$ cat config.mk
export PLATFORM = sky130hd
export DESIGN_NAME = xor_share_arbiter
export DESIGN_NICKNAME = d
export VERILOG_FILES = /design/src/rtl/xor_arb_pkg.sv /design/src/rtl/xor_32.sv /design/src/rtl/xor_share_arbiter.sv
export SDC_FILE = /design/constraint.sdc
export NUM_CORES = 1
export LEC_CHECK = 0
export ABC_AREA = 1
export CORE_UTILIZATION = 55
export CTS_BUF_LIST = sky130_fd_sc_hd__clkbuf_4
export DETAILED_ROUTE_END_ITERATION = 12
export DONT_BUFFER_PORTS = 1
export MAX_ROUTING_LAYER = met4
export PLACE_DENSITY = 0.68
export SYNTH_ARGS = -nofsm -noshare
export SYNTH_HDL_FRONTEND = slang
export SYNTH_HIERARCHICAL = 1
export SYNTH_SLANG_ARGS = --single-unit
export TNS_END_PERCENT = 1
$ cat constraint.sdc
create_clock -name clk -period 2.3 [get_ports clk]
set_input_delay 0.23 -clock clk [delete_from_list [all_inputs] [get_ports clk]]
set_output_delay 0.23 -clock clk [all_outputs]
set_load 0.005 [all_outputs]
$ cat src/rtl/xor_arb_pkg.sv
// Shared types and constants for the two-port XOR arbiter.
package xor_arb_pkg;

    localparam int   DATA_W  = 32;
    localparam logic REQ0_ID = 1'b0;
    localparam logic REQ1_ID = 1'b1;

    typedef enum logic [1:0] {
        IDLE = 2'd0,
        EXEC = 2'd1,
        RESP = 2'd2
    } state_t;

endpackage

$ cat src/rtl/xor_32.sv
// Plain 32-bit bitwise XOR datapath shared by the arbiter.
module xor_32 (
    output logic [31:0] result,
    input  logic [31:0] a,
    input  logic [31:0] b
);

    assign result = a ^ b;

endmodule

$ cat src/rtl/xor_share_arbiter.sv
// Round-robin sharing of one xor_32 between two valid/ready requesters.
// Define XOR_ARB_STATS_EN to add saturating per-requester completion counters.
module xor_share_arbiter #(
    parameter int DATA_W = 32,
    parameter int CNT_W  = 16
) (
    input  logic              clk,
    input  logic              rst_n,
    input  logic              req0_valid,
    output logic              req0_ready,
    input  logic [DATA_W-1:0] req0_a,
    input  logic [DATA_W-1:0] req0_b,
    input  logic              req1_valid,
    output logic              req1_ready,
    input  logic [DATA_W-1:0] req1_a,
    input  logic [DATA_W-1:0] req1_b,
    output logic              resp_valid,
    input  logic              resp_ready,
    output logic [DATA_W-1:0] resp_data,
    output logic              resp_id,
    output logic              busy
`ifdef XOR_ARB_STATS_EN
    ,
    output logic [CNT_W-1:0]  ops0_cnt,
    output logic [CNT_W-1:0]  ops1_cnt
`endif
);

    import xor_arb_pkg::*;

    if (DATA_W != xor_arb_pkg::DATA_W) begin : g_bad_data_w
        $error("xor_share_arbiter: DATA_W must be 32 to match xor_32");
    end
    if (CNT_W < 1) begin : g_bad_cnt_w
        $error("xor_share_arbiter: CNT_W must be at least 1");
    end

    state_t              state;
    state_t              state_next;
    logic                last_grant;
    logic                grant_id;
    logic                in_idle;
    logic                accept;
    logic                resp_done;
    logic [DATA_W-1:0]   op_a;
    logic [DATA_W-1:0]   op_b;
    logic                op_id;
    logic [DATA_W-1:0]   xor_out;

    // On a tie the requester that was not served last wins.
    always_comb begin
        grant_id = REQ0_ID;
        if (req0_valid && req1_valid) begin
            grant_id = ~last_grant;
        end else if (req1_valid) begin
            grant_id = REQ1_ID;
        end
    end

    assign in_idle    = (state == IDLE) && rst_n;
    assign req0_ready = in_idle && req0_valid && (grant_id == REQ0_ID);
    assign req1_ready = in_idle && req1_valid && (grant_id == REQ1_ID);
    assign accept     = req0_ready || req1_ready;
    assign resp_done  = (state == RESP) && resp_ready;
    assign busy       = (state == EXEC) || (state == RESP);

    always_ff @(posedge clk) begin
        if (!rst_n) begin
            state <= IDLE;
        end else begin
            state <= state_next;
        end
    end

    always_comb begin
        state_next = IDLE;
        case (state)
            IDLE:    state_next = accept ? EXEC : IDLE;
            EXEC:    state_next = RESP;
            RESP:    state_next = resp_done ? IDLE : RESP;
            default: state_next = IDLE;
        endcase
    end

    xor_32 u_xor (
        .result (xor_out),
        .a      (op_a),
        .b      (op_b)
    );

    // Response stays frozen in RESP until the consumer handshakes.
    always_ff @(posedge clk) begin
        if (!rst_n) begin
            op_a       <= '0;
            op_b       <= '0;
            op_id      <= REQ0_ID;
            resp_valid <= 1'b0;
            resp_data  <= '0;
            resp_id    <= REQ0_ID;
            last_grant <= REQ1_ID;
        end else begin
            if (accept) begin
                op_a  <= (grant_id == REQ1_ID) ? req1_a : req0_a;
                op_b  <= (grant_id == REQ1_ID) ? req1_b : req0_b;
                op_id <= grant_id;
            end
            if (state == EXEC) begin
                resp_data  <= xor_out;
                resp_id    <= op_id;
                resp_valid <= 1'b1;
            end
            if (resp_done) begin
                resp_valid <= 1'b0;
                last_grant <= resp_id;
            end
        end
    end

`ifdef XOR_ARB_STATS_EN
    always_ff @(posedge clk) begin
        if (!rst_n) begin
            ops0_cnt <= '0;
            ops1_cnt <= '0;
        end else if (resp_done) begin
            if (resp_id == REQ0_ID && ops0_cnt != '1) begin
                ops0_cnt <= ops0_cnt + 1'b1;
            end
            if (resp_id == REQ1_ID && ops1_cnt != '1) begin
                ops1_cnt <= ops1_cnt + 1'b1;
            end
        end
    end
`endif

endmodule

==> results of run 1 <==
flip-flops by register name, indices dropped and copies added, names as in the netlist:
signal / flops
op_id: 1
op_a: 32
last_grant: 1
op_b: 32
state: 2
resp_data: 32
resp_valid: 1
resp_id: 1
metrics by stage:
stage	area, um^2	std cells	worst slack [ns]	total power, W	util [%]
after floorplan	5250	886	0.964	0.00271	-
after global placement	5240	976	0.794	0.00280	56.8
after detailed placement	5240	976	0.730	0.00283	56.8
after CTS	5950	1048	0.226	0.00378	64.3
after global routing	5950	1048	0.0263	0.00401	64.3
final	5950	1048	0.177	0.00375	64.3
synthesized netlist by cell type (all sizes together):
library cell	instances
ha	4
dfxtp	102
nand3	1
nor3	1
buf	34
a21oi	1
nand2	233
nor2	263
o21ai	100
clkbuf	11
inv	136
worst max-delay path: stages, from the launching register on:
cell	delay [ns]
dfxtp_1	0.38
inv_1	0.11
ha_1	0.17
nand2_2	0.08
nor2_4	0.19
buf_12	0.28
nand2_1	0.09
nor2_1	0.11
dlygate4sd3_1	0.57
nor2_1	0.04
cells by family (layout without fill, tap and decap cells):
logic type               after synthesis  in the layout  synth area share [%]
AO/OA/AOI/OAI                        101            101                  9.63
flip-flops                           102            102                  38.9
buffers and inverters                181            214                  14.7
AND/OR/NAND/NOR                      498            498                  35.9
adder cells (fa/ha/maj)                4              4                 0.953
power groups by stage:
| stage | sequential, W | combinational [W] | clock, W |
|---|---|---|---|
| global route | 0.00212 | 0.000938 | 0.000948 |
| floorplan | 0.00209 | 0.000620 | 0 |
| global placement | 0.00213 | 0.000674 | 0 |
| finish | 0.00210 | 0.000806 | 0.000851 |
| detailed placement | 0.00213 | 0.000693 | 0 |
| CTS | 0.00210 | 0.000804 | 0.000883 |
per-layer routing:
| layer | vias to the layer above | wire length (um) | track usage, % |
|---|---|---|---|
| met2 | 141 | 5880 | 44.8 |
| met4 | 0 | 157 | 9.05 |
| met5 | - | 0 | - |
| met3 | 18 | 781 | 4.64 |
| li1 | 2668 | - | - |
| met1 | 2105 | 5280 | 28.6 |
worst paths after layout:
check,depth (start not counted),end
max,9,op_b[15]
min,4,op_a[17]
max reg2reg,9,op_b[15]
min reg2reg,2,op_id
placed cells by master, fill, tap and decap left out, types with 2 or more instances in the layout:
cell type / n
buf_12: 3
buf_4: 3
clkbuf_4: 9
clkinv_4: 2
dfxtp_1: 102
dlygate4sd3_1: 55
ha_1: 4
inv_1: 134
inv_2: 2
inv_6: 3
nand2_1: 231
nor2_1: 261
o21ai_0: 12
o21ai_1: 88
area by class of cell:
class,count,area [um^2],share of cell area [%]
clock buffer,9,67.6,1.14
clock inverter,7,56.3,0.947
timing repair buffer,62,661,11.1
multi-input combinational,603,2450,41.2
inverter,136,510,8.59
tap,129,161,2.71
sequential,102,2040,34.3
timing repair:
action,4_1_cts,5_1_grt
hold buffers,56,0
endpoints found under the hold margin,102,0
setup buffers,0,0
endpoints found under the setup margin,0,0
==> metrics, run 1 <==
worst vdd ir=380 uV; Syn Std Cell Area=roughly 5300 um^2; Reg-to-Reg Start=state[0]; Max Slew Vio Count=0; CTS Sinks=102; floorplan core area=9240 um^2; Tightest Hold Check Type=input port to flip-flop; H-tree depth=3; NetSw=0.00123 W; Port Buffer Count=0; post-synth top area cell=dfxtp_1; routability cong.=0.793; Seq pwr share=55.8%; Setup crit end kind=flip-flop; antenna violations before repair=0; Ant. Diodes=0; setup_tns=0 ns; number of fill cells in the layout=857; # IOs=170; wire per inst=around 12 um; Worst-Skew Late Latency=0.43 ns; Worst Path Arrival=2.47 ns; detailed-route via count=4932; DR iter-0 viols=129; FF+latch count, synth=just over 100; DR vias/cell=4.71; Gate Count Post-Synth=roughly 890; clock slew at reported path FFs=0.18 ns; Slew headroom=56.4%; crit-path max FO=slightly below 60; syn nets=1023; final hold viol count=0; post-synth cell types=19; post_cts resized=0; RSZ-0062 raised after global routing=false; switching share of power=32.7%; outcome=finished clean; largest net degree at the start of global routing=103; internal reg-to-reg setup slack=between 0.15 and 0.2 ns; Setup Viol. Count Final=0; pwr dens=631 nW/um^2; Seq/Total Area, Yosys=about 40%; leakage=3.09 nW; Synth Area per Inst=about 5.9 um^2; final wirelength=12.1 mm; share of layout cells above drive strength 1=under 10%; share of the synthesized area in the top cell type=between 30% and 40%; DRT Pass-1 Iters=5; Area Growth Syn to Fin=13.2%; clk root buf=clkbuf_4; CP required=2.64 ns; Tcrit/Tclk final=92.3%; MaxCap Viol Count=0; vias in the first global route=4639; fin crit period=around 2.1 ns; die area=~10000 um^2; kind of critical path=flip-flop to flip-flop; overall die height=99.7 um; total grt overflow=0; CTS buffer count=9; global-route wire length before repair=19.8 mm; Final ANT Viol Nets=0; post-detail-place hpwl=7.32 mm; Ys Warns=6; starting density of the core=56.8%; Die W=99.7 um; final net count=1051; CTS tree=yes; CTS max path bufs=2; achievable frequency=roughly 0.47 GHz; clock skew=0.0267 ns; startpoint types=flip-flop; Area contributors post-synth=dfxtp_1, nor2_1, nand2_1, inv_1, o21ai_1; measured slew at the worst slew-check pin=approximately 0.65 ns; All-Layer GR Usage=25.4%; internal power=0.00252 W; Site Rows=35; Clock power frac=22.7%; Hold Crit Start=req1_a[17]; Comb pwr share=21.5%; CP Launch Point=state[0]; Min Hold Slack=0.0160 ns; DRC errors left=0
Note: power is estimated with default switching activity, not from simulation.
==> inputs of run 2 (changes only) <==
Settings changed: SETUP_SLACK_MARGIN set to 0.4.
==> run 2 against run 1 <==
Clock skew down 0.0044 ns. Non-clock buffer count unchanged. Utilization grew 0.095 points. Sequential power is essentially flat. Die area did not move. Via count is 0.39% higher. Critical path depth decreased by 3. Critical path type is now flip-flop to output port. Largest power group unchanged.
==> metrics, run 2 (synthesis gave the netlist of run 1 again) <==
outcome=finished clean; Max Slew Vio Count=0; # IOs=170; Setup crit end kind=output port; MaxCap Viol Count=0; Site Rows=35; Final ANT Viol Nets=0; internal power=0.00252 W; measured slew at the worst slew-check pin=0.659 ns; Ant. Diodes=0; pre-CTS setup slack=0.730 ns; Slew headroom=56.0%; CP max stage cell=dfxtp_1; Tightest Hold Check Type=input port to flip-flop; M1 WL=5.39 mm; pwr dens=631 nW/um^2; most common cell after layout, fill and taps aside=nor2_1; fin crit period=between 1.5 and 2 ns; clk root buf=clkbuf_4; largest net degree at the start of global routing=103; H-tree depth=3; non-filler cells in the finished layout=approximately 1000; Met2 Wirelength=~5.8 mm; CTS Sinks=102; DR iter-0 viols=120; Port Buffer Count=0; number of fill cells in the layout=862; total grt overflow=0; crit-path max FO=4; clock skew=0.0223 ns; CP required=2.07 ns; die area=approximately 9900 um^2; CP top delay family=flip-flops; Met3 Wirelength=667 um; global-route wire length before repair=19.8 mm; NetSw=0.00123 W; Setup Viol. Count Final=0; switching share of power=32.9%; Comb pwr share=21.4%; startpoint types=flip-flop; antenna violations before repair=0; CTS buffer count=9; worst setup margin=between 0.5 and 0.6 ns; Clock power frac=22.8%; kind of critical path=flip-flop to output port; Tot Pwr=~0.0038 W; final net count=1051; WP buf/inv=3; CP Cell Sequence=inv_1 -> ha_1 -> nand2_2 -> inv_1 -> nand2_1 -> inv_1; DR vias/cell=4.72; Top Metal Used=met4; final wirelength=approximately 12 mm; Min Hold Slack=0.0134 ns; share of layout cells above drive strength 1=between 3 and 4%; worst vdd ir=between 300 and 400 uV; Tcrit/Tclk final=74.9%; final hold viol count=0; CTS max path bufs=2; most frequent cells in the layout=nor2_1, nand2_1, inv_1; detailed-route via count=4951; RSZ-0062 raised after global routing=false; Die W=99.7 um; starting density of the core=56.8%; DRT Pass-1 Iters=4; Seq pwr share=roughly 56%; crit-path max cell delay=0.42 ns; CP most frequent cell=inv_1; routability cong.=slightly below 0.8; DRC errors left=0; leakage=3.07 nW; wire per inst=11.5 um; vias in the first global route=roughly 4600; achievable frequency=0.580 GHz; floorplan core area=between 9000 and 10000 um^2; Worst-Skew Late Latency=0.44 ns; setup_tns=0 ns; clock slew at reported path FFs=0.17 ns; Worst Path Arrival=1.49 ns; post-detail-place hpwl=7.32 mm; placed cells=about 1000; CTS tree=yes; Area Growth Syn to Fin=13.4%; overall die height=99.7 um; biggest regs=op_a: 32 flops, op_b: 32 flops, resp_data: 32 flops; All-Layer GR Usage=around 25%
-- run 2: cell types whose count changed in the layout (fill, tap and decap cells not counted) --
cell / delta
nand2_4: -1
nand2_8: +1
-- run 2: layer usage --
metal  GRT usage [%]  vias up
met4            8.37        0
met1            28.7     2131
met5               -        -
met2            45.1      129
met3            4.64       22
li1                -     2669
-- run 2: worst register-to-register path, stage by stage (launching register included) --
cell	delay (ns)
dfxtp_1	0.42
inv_1	0.10
ha_1	0.22
nand2_1	0.09
inv_1	0.06
nand2_1	0.05
nand3_1	0.06
dlygate4sd3_1	0.57
-- run 2: stage by stage --
| stage | instance area [um^2] | util [%] |
|---|---|---|
| after floorplan | 5250 | - |
| after global placement | 5240 | 56.8 |
| after detailed placement | 5240 | 56.8 |
| after CTS | 5950 | 64.3 |
| after global routing | 5950 | 64.4 |
| final | 5950 | 64.4 |
-- run 2: layout make-up --
cell class	instances	area [um^2]	share of cell area, %
multi-input combinational	603	2460	41.2
sequential	102	2040	34.3
timing repair buffer	62	661	11.1
inverter	136	510	8.57
tap	129	161	2.71
clock buffer	9	67.6	1.13
clock inverter	7	56.3	0.946
-- run 2: repair_timing --
item	in CTS	in global routing
hold endpoints to repair	102	0
hold buffers	56	0
buffers inserted	0	0
setup endpoints to repair	0	2
gates resized for setup	0	1
-- run 2: power by group through the flow --
| stage | registers [W] | logic [W] | clock network [W] |
|---|---|---|---|
| finish | 0.00210 | 0.000802 | 0.000857 |
| global route | 0.00212 | 0.000933 | 0.000948 |
| floorplan | 0.00209 | 0.000620 | 0 |
| CTS | 0.00210 | 0.000800 | 0.000883 |
| detailed placement | 0.00213 | 0.000693 | 0 |
| global placement | 0.00213 | 0.000674 | 0 |
-- run 2: path summary, 6_finish.rpt --
kind	cells after the start	start	slack (ns)	end
worst min-delay path	4	req1_b[5]	0.01	op_b[5]
worst max register to register	7	state[0]	0.61	last_grant
worst min register to register	2	op_id	0.50	op_id
worst max-delay path	6	state[0]	0.58	req1_ready
==> inputs of run 3 (changes only) <==
Settings changed: PLACE_DENSITY 0.68 to 0.71.
Clock period 2.3 ns to 1.4 ns, I/O delays scaled along.
==> run 3 against run 2 <==
The flow now finishes with violations (hold timing, setup timing). Non-clock buffer count fell by 40. Clock power rose by 66%. Sequential power rose by 65%. Setup slack got worse by 0.63 ns. Highest routed layer unchanged. Global-route usage fell by 1.6 points. Clock skew rose by 0.0025 ns. Routed wire length fell by 3.6%. Worst hold slack got worse by 0.18 ns. Via count fell by 2.3%. Count of clock-buffer cells in the layout did not move.
==> metrics, run 3 (synthesis gave the netlist of run 1 again) <==
CTS max path bufs=2; Final Instance Area=5670 um^2; wire per inst=11.5 um; startpoint types=flip-flop; # IOs=170; number of fill cells in the layout=928; RSZ-0062 raised after global routing=true; Ant. Diodes=0; Setup Viol. Count Final=56; Tot Pwr=0.00618 W; pre-CTS setup slack=-0.0432 ns; Area Growth Syn to Fin=7.93%; antenna violations before repair=0; CP top delay family=simple AND/OR/NAND/NOR gates; worst setup margin=-0.0535 ns; outcome=complete, but fails checks; Min Hold Slack=-0.170 ns; Setup crit end kind=flip-flop; achievable frequency=0.688 GHz; starting density of the core=a little under three fifths; Port Buffer Count=0; Worst Path Arrival=approximately 1.8 ns; non-filler cells in the finished layout=1008; post-detail-place hpwl=7.47 mm; M1 WL=5.19 mm; crit-path max FO=28; measured slew at the worst slew-check pin=roughly 0.30 ns; Die W=99.7 um; H-tree depth=3; Hold Crit Start=rst_n; All-Layer GR Usage=23.8%; vias in the first global route=4327; pwr dens=~1100 nW/um^2; CP Cell Sequence=inv_2 -> ha_4 -> nand2_4 -> nor2_4 -> buf_12 -> buf_12 -> nand2_1 -> nor2_1 -> nor2_1; internal reg-to-reg setup slack=-0.05 ns; placed cells=between 900 and 1000; share of layout cells above drive strength 1=10.1%; biggest regs=op_a: 32 flops, op_b: 32 flops, resp_data: 32 flops; CP required=1.74 ns; Met2 Wirelength=roughly 5.7 mm; global-route wire length before repair=about 19 mm; DRC errors left=0; kind of critical path=flip-flop to flip-flop; CP max stage cell=dfxtp_2; Met3 Wirelength=698 um; most common cell after layout, fill and taps aside=nor2_1; WP buf/inv=3; die area=9940 um^2; Tightest Hold Check Type=input port to flip-flop; Top Metal Used=met4; clock slew at reported path FFs=about 0.17 ns; final wirelength=11.6 mm; setup_tns=-1.39 ns; Cell Area, Placed=about 5300 um^2; Worst-Skew Late Latency=roughly 0.45 ns; fin crit period=1.45 ns; Final ANT Viol Nets=0; largest net degree at the start of global routing=103; reg2reg end=op_b[20]; DR iter-0 viols=143; routability cong.=0.760; detailed-route via count=roughly 4800; Max Slew Vio Count=0; CTS Sinks=102; FF-to-FF path depth=9; crit-path max cell delay=around 0.37 ns; floorplan core area=9240 um^2; most frequent cells in the layout=nor2_1, nand2_1, inv_1; total grt overflow=0; failing checks=hold timing, setup timing; DR vias/cell=4.80; Reg-to-Reg Start=state[0]; final hold viol count=102; clk root buf=clkbuf_4; CTS tree=yes; clock skew=0.0247 ns; Slew headroom=around 80%; worst vdd ir=738 uV; final net count=1011; CTS buffer count=9; worst hold stages=2; MaxCap Viol Count=0; DRT Pass-1 Iters=4; Tcrit/Tclk final=104%; overall die height=99.7 um; Hold EP=resp_data[2]; Site Rows=35; leakage=2.96 nW
==> run 3: cell count changes in the layout (fill, tap and decap cells not counted), moves of 2 or more <==
cell / before / now
dfxtp_2: 0 / 33
clkinv_4: 2 / 0
nand2_4: 0 / 3
inv_1: 134 / 129
ha_1: 4 / 2
nand2_1: 231 / 228
dlygate4sd3_1: 55 / 1
nor2_1: 261 / 259
buf_4: 3 / 12
clkbuf_16: 0 / 2
inv_2: 2 / 6
dfxtp_1: 102 / 69
ha_4: 0 / 2
buf_12: 3 / 6
==> run 3: metrics by stage <==
step,hold WS (ns),utilization [%]
2_1_floorplan,0.280,-
3_3_place_gp,0.241,57.3
3_5_place_dp,0.250,57.3
4_1_cts,-0.238,60.0
5_1_grt,-0.249,61.3
6_report,-0.170,61.3
==> run 3: layer usage <==
metal / vias up / GRT usage [%]
met1: 2114 / 26.3
met4: 0 / 4.64
met2: 130 / 42.4
met5: - / -
li1: 2584 / -
met3: 7 / 7.17
==> run 3: cell type report <==
cell class | count | area, um^2 | area share, %
inverter | 136 | 515 | 9.09
multi-input combinational | 603 | 2500 | 44.2
clock inverter | 7 | 55.1 | 0.971
sequential | 102 | 2080 | 36.8
clock buffer | 9 | 67.6 | 1.19
timing repair buffer | 22 | 282 | 4.97
tap | 129 | 161 | 2.85
==> run 3: where the power goes <==
part | switching [W] | internal, W | leakage (nW)
sequential | 0.000238 | 0.00323 | 0.853
clock | 0.00103 | 0.000392 | 0.0690
combinational | 0.000758 | 0.000538 | 2.04
total | 0.00202 | 0.00416 | 2.96
==> run 3: timing repair <==
item,CTS,global route
hold endpoints to repair,102,102
pin swaps,7,6
gates resized for setup,44,7
setup buffers,5,5
gates cloned,0,2
setup endpoints to repair,131,139
==> run 3: how the worst max path moves through the flow <==
stage	cells past startpoint	end	slack, ns	startpoint
2_1_floorplan	9	op_b[10]	0.15	state[1]
6_report	9	op_b[20]	-0.05	state[0]
3_3_place_gp	5	resp_data[15]	0.01	state[1]
3_5_place_dp	5	resp_data[1]	-0.04	state[1]
5_1_grt	6	req0_ready	-0.15	state[0]
4_1_cts	6	req0_ready	-0.09	state[0]
